File: config.mk
export PLATFORM = sky130hd
export DESIGN_NAME = rx_frame_ctrl
export DESIGN_NICKNAME = d
export VERILOG_FILES = /design/src/rtl/rx_frame_ctrl.sv
export SDC_FILE = /design/constraint.sdc
export NUM_CORES = 1
export LEC_CHECK = 0
export ABC_AREA = 1
export CAP_MARGIN = 15
export CORE_ASPECT_RATIO = 0.9
export CORE_MARGIN = 10
export CORE_UTILIZATION = 30
export CTS_CLUSTER_SIZE = 16
export DETAILED_ROUTE_END_ITERATION = 8
export PLACE_DENSITY_LB_ADDON = 0.2
export SLEW_MARGIN = 20
export SYNTH_ARGS = -nofsm -noshare
export SYNTH_HDL_FRONTEND = slang
export SYNTH_SLANG_ARGS = --single-unit
File: constraint.sdc
create_clock -name clk -period 2.1 [get_ports clk]
set_input_delay 0.42 -clock clk [delete_from_list [all_inputs] [get_ports clk]]
set_output_delay 0.42 -clock clk [all_outputs]
set_load 0.01 [all_outputs]
File: src/rtl/rx_frame_ctrl.sv
// Purpose: async serial receive controller. It synchronises the line, qualifies the start bit and strobes an external shift register mid-bit.
// Latency: strobe k lands at E + CLKS_PER_BIT/2 + k*CLKS_PER_BIT; outputs update on the edge that closes the CHECK cycle.
// Backpressure: none. An unread byte is overwritten on the next good frame, and overrun_error flags the loss.
module rx_frame_ctrl #(
    parameter int CLKS_PER_BIT = 10,
    parameter int DATA_BITS    = 8
) (
    input  logic                 clk,
    input  logic                 n_rst,
    input  logic                 serial_in,
    input  logic [DATA_BITS:0]   sr_data,
    output logic                 sync_serial,
    output logic                 sr_shift_enable,
    input  logic                 data_read,
    output logic [DATA_BITS-1:0] rx_data,
    output logic                 data_ready,
    output logic                 framing_error,
    output logic                 overrun_error
);

    localparam int TW = $clog2(CLKS_PER_BIT);
    localparam int CW = $clog2(DATA_BITS + 2);

    localparam logic [TW-1:0] HALF_M1  = TW'(CLKS_PER_BIT / 2 - 1);
    localparam logic [TW-1:0] FULL_M1  = TW'(CLKS_PER_BIT - 1);
    // The strobe taken while bit_cnt holds this value is the final one, which samples the stop bit.
    localparam logic [CW-1:0] LAST_IDX = CW'(DATA_BITS);

    localparam logic [1:0] S_IDLE      = 2'd0;
    localparam logic [1:0] S_START_CHK = 2'd1;
    localparam logic [1:0] S_RECEIVE   = 2'd2;
    localparam logic [1:0] S_CHECK     = 2'd3;

    logic                 r_sync1;
    logic                 r_sync2;
    logic                 r_prev;
    logic [1:0]           r_state;
    logic [TW-1:0]        r_bit_timer;
    logic [CW-1:0]        r_bit_cnt;
    logic [DATA_BITS-1:0] r_rx_data;
    logic                 r_data_ready;
    logic                 r_framing_error;
    logic                 r_overrun_error;

    logic w_start_edge;
    logic w_strobe;
    logic w_good_check;
    logic w_bad_check;

    assign w_start_edge    = ~r_sync2 & r_prev;
    assign w_strobe        = (r_state == S_RECEIVE) && (r_bit_timer == FULL_M1);
    assign w_good_check    = (r_state == S_CHECK) &&  sr_data[DATA_BITS];
    assign w_bad_check     = (r_state == S_CHECK) && !sr_data[DATA_BITS];

    assign sync_serial     = r_sync2;
    assign sr_shift_enable = w_strobe;
    assign rx_data         = r_rx_data;
    assign data_ready      = r_data_ready;
    assign framing_error   = r_framing_error;
    assign overrun_error   = r_overrun_error;

    // Two-flop synchroniser plus one delayed copy for falling-edge detection; idles high like the line.
    always_ff @(posedge clk or negedge n_rst) begin
        if (!n_rst) begin
            r_sync1 <= 1'b1;
            r_sync2 <= 1'b1;
            r_prev  <= 1'b1;
        end else begin
            r_sync1 <= serial_in;
            r_sync2 <= r_sync1;
            r_prev  <= r_sync2;
        end
    end

    // Frame sequencer: qualify the start bit at its midpoint, then time DATA_BITS+1 mid-bit strobes.
    always_ff @(posedge clk or negedge n_rst) begin
        if (!n_rst) begin
            r_state     <= S_IDLE;
            r_bit_timer <= '0;
            r_bit_cnt   <= '0;
        end else begin
            case (r_state)
                S_IDLE: begin
                    if (w_start_edge) begin
                        r_state     <= S_START_CHK;
                        r_bit_timer <= '0;
                    end
                end
                S_START_CHK: begin
                    if (r_bit_timer == HALF_M1) begin
                        r_bit_timer <= '0;
                        r_bit_cnt   <= '0;
                        // A line that is high again at mid-start-bit was a glitch.
                        r_state     <= r_sync2 ? S_IDLE : S_RECEIVE;
                    end else begin
                        r_bit_timer <= r_bit_timer + 1'b1;
                    end
                end
                S_RECEIVE: begin
                    if (r_bit_timer == FULL_M1) begin
                        r_bit_timer <= '0;
                        r_bit_cnt   <= r_bit_cnt + 1'b1;
                        if (r_bit_cnt == LAST_IDX) begin
                            r_state <= S_CHECK;
                        end
                    end else begin
                        r_bit_timer <= r_bit_timer + 1'b1;
                    end
                end
                S_CHECK: begin
                    // A start edge seen here is dropped; detection resumes from IDLE.
                    r_state <= S_IDLE;
                end
                default: begin
                    r_state <= S_IDLE;
                end
            endcase
        end
    end

    // Result registers: a good frame loads the byte and beats a same-cycle read; a bad stop bit only flags the error.
    always_ff @(posedge clk or negedge n_rst) begin
        if (!n_rst) begin
            r_rx_data       <= '0;
            r_data_ready    <= 1'b0;
            r_framing_error <= 1'b0;
            r_overrun_error <= 1'b0;
        end else begin
            if (w_good_check) begin
                r_rx_data       <= sr_data[DATA_BITS-1:0];
                r_data_ready    <= 1'b1;
                r_framing_error <= 1'b0;
                if (r_data_ready && !data_read) begin
                    r_overrun_error <= 1'b1;
                end
            end else begin
                if (w_bad_check) begin
                    r_framing_error <= 1'b1;
                end
                if (data_read) begin
                    r_data_ready    <= 1'b0;
                    r_overrun_error <= 1'b0;
                end
            end
        end
    end

endmodule

==> impl_metrics.yaml <==
power:
  ir_worst_vdd_v: 0.000582
  pwr-share-seq_pct: 34.2
  p_sw_mw: 0.687
  cellLeakagePower_nw: 0.791
  combinationalPowerShare_pct: 44.0
  swShare_pct: 36.3
  p_clk_share_pct: 21.9
  intPower_mw: 1.20
  p_per_area_mw_per_mm2: 1140
worst_setup_path:
  cp-start-kind: "flip-flop"
  critPathMaxFanout: 3
  end_kind: "output pin"
  critical_path_class: "reg2out"
  arrival_ns: 1.47
  cp.required_ns: 1.68
yosys:
  ys.flop_type: "dfrtp_1"
  ys_ff_latch: 24
  avgSynthCellArea_um2: 9.13
  async_reset_ff_share_pct: 100
  yosys-top-cells-count: "nand2_1 (47), dfrtp_1 (21), inv_1 (13)"
  yosysTopAreaCellShare_pct: 41.7
  synth_edf_count: 0
  synthTopCellsByArea: "dfrtp_1 (42%), nand2_1 (14%), ha_1 (11%)"
  synth.most_common_cell: "nand2_1"
  netlist_area_mm2: 0.00126
  synth_nets: 162
  yosys_warnings: 0
  syn_inst: 138
  yosysSeqAreaShare_pct: 48.0
  synth_top_cell_by_area: "dfrtp_1"
  ys_types: 21
global_routing:
  grt_antenna_before_repair: 0
  grt_max_degree: 25
  grt_pass1_vias: 1082
  grt_pass1_wl_um: 4660
  grt_use_total_pct: 7.98
  gr-total-overflow: 0
floorplan:
  start_util_pct: 30.9
  fp-row-count: 22
  dieArea_mm2: 0.00720
  design.portCount: 26
  die-width_um: 88.3
  die_y_um: 81.5
  core_area_mm2: 0.00407
timing:
  fin_crit_sh_pct: 90.1
  period_needed_ns: 1.89
  maxSlewHeadroom_pct: 73.2
  maxSlewViolCount: 0
  rsz0062_at_grt: "false"
  whs_ns: 0.360
  tightest_slew_ns: 0.401
  clock_skew_ns: 0.00408
  fin_setup_tns_ns: 0
  finalSetupViolations: 0
  clock.fmax_mhz: 529
  hold_viol: 0
clocking:
  cts.sink_count: 24
  cts_hold_buffers: 0
  cts_tree: "built"
  cts_setup_buffers: 0
  numCtsBuffers: 3
  cts_max_level: 1
  path_clk_slew_ns: 0.09
  clockRootBuffer: "clkbuf_8"
  cts_resized: 1
  clockBufferDepth: 2
  worstSkewPairLatency_ns: 0.27
status:
  status: "complete, no violations"
drt:
  drtIter0Drc: 32
  vias_per_cell: 4.40
  vias: 955
  wl_um: 2590
  drtAntennaViolNets: 0
  first_pass_iters: 4
  drc: 0
  drt-wirelength-per-cell_um: 11.9
placement:
  dp_hpwl_um: 2030
  place_congestion: 0.742
  port_buffers: 25
  dpl-instance-area_mm2: 0.00159
final_layout:
  diodes: 0
  nets: 194
  area_growth_pct: 31.6
  drive_gt1_share_pct: 15.4
  stdcell_area_mm2: 0.00166
  fillers: 422
hold_path:
  min_path_type: "reg2reg"
flow_run:
  maxCapViolCount: 0
==> sequential cells by signal, indices dropped and copies added (netlist names), named ones only <==
register / cells
rx_data: 8
r_bit_timer: 4
r_prev: 1
sync_serial: 1
r_state: 1
framing_error: 1
overrun_error: 1
data_ready: 1
r_sync1: 1
r_bit_cnt: 4
==> cell usage in the layout (no fill, tap or decap) <==
cell and count:
o22ai_1 1, nand2_1 47, dfstp_2 3, ha_1 11, inv_1 13, a21oi_1 3
nor2_1 6, xnor2_1 1, buf_4 3, clkbuf_8 3, inv_2 2, nand3_1 8
nand2_4 5, a21oi_2 3, dlygate4sd2_1 1, nor2_2 1, nor2_4 1, xor2_1 2
o21ai_1 4, a21boi_1 1, dfrtp_1 21, nand3_2 3, o211ai_2 1, bufinv_16 1
clkdlybuf4s50_1 24
==> layout make-up <==
type / count / area [um^2] / share of cell area (%)
clock inverter: 1 / 30.0 / 1.81
inverter: 15 / 56.3 / 3.40
clock buffer: 3 / 41.3 / 2.49
multi-input combinational: 98 / 594 / 35.8
tap: 48 / 60.1 / 3.62
sequential: 24 / 604 / 36.5
timing repair buffer: 28 / 272 / 16.4
==> path summary, 6_finish.rpt <==
path,endpoint,from,cells past startpoint,slack [ns]
min in group asynchronous,r_bit_timer[3],n_rst,2,0.50
setup reg to reg,r_bit_timer[2],flip-flop,6,0.62
hold reg to reg,sync_serial,r_sync1,0,0.36
setup / recovery,sr_shift_enable,r_bit_timer[1],5,0.21
max in group asynchronous,sync_serial,n_rst,2,1.31
hold / removal,sync_serial,r_sync1,0,0.36
==> kinds of logic (layout without fill, tap and decap cells) <==
kind of cell	count (synthesis)	in the layout	synth area share (%)
AND/OR/NAND/NOR	71	71	27.2
flip-flops	24	24	48.0
buffers and inverters	16	47	4.87
AO/OA/AOI/OAI	13	13	6.95
adder cells (fa/ha/maj)	11	11	10.9
XOR/XNOR	3	3	2.09
==> per-layer routing <==
metal | vias to the layer above | global-route usage [%] | part of all wire [%]
met1 | 443 | 9.02 | 46
met2 | 24 | 12.9 | 43
met4 | 0 | 0.968 | 0
met3 | 0 | 5.04 | 11
met5 | - | 0 | 0
li1 | 488 | - | -
==> worst max-delay path: stages (launching register included) <==
cell,delay (ns)
dfrtp_1,0.40
inv_1,0.10
ha_1,0.17
nand3_2,0.11
nor2_2,0.13
dlygate4sd2_1,0.28
==> power by group through the flow <==
stage / logic (mW) / registers, mW / clock network (mW)
2_1_floorplan: 0.493 / 0.692 / 0
3_3_place_gp: 0.838 / 0.647 / 0
3_5_place_dp: 0.847 / 0.654 / 0
4_1_cts: 0.852 / 0.648 / 0.426
5_1_grt: 0.942 / 0.665 / 0.446
6_report: 0.831 / 0.646 / 0.413
==> through the flow <==
step                      std cells  worst slack [ns]  power (mW)  util [%]
after floorplan                 138             0.592        1.18         -
after global placement          213             0.251        1.49      39.0
after detailed placement        213             0.216        1.50      39.0
after CTS                       217             0.178        1.93      40.7
after global routing            217            0.0955        2.05      40.7
final                           217             0.208        1.89      40.7
No activity file was read; power rests on OpenSTA's default activity.
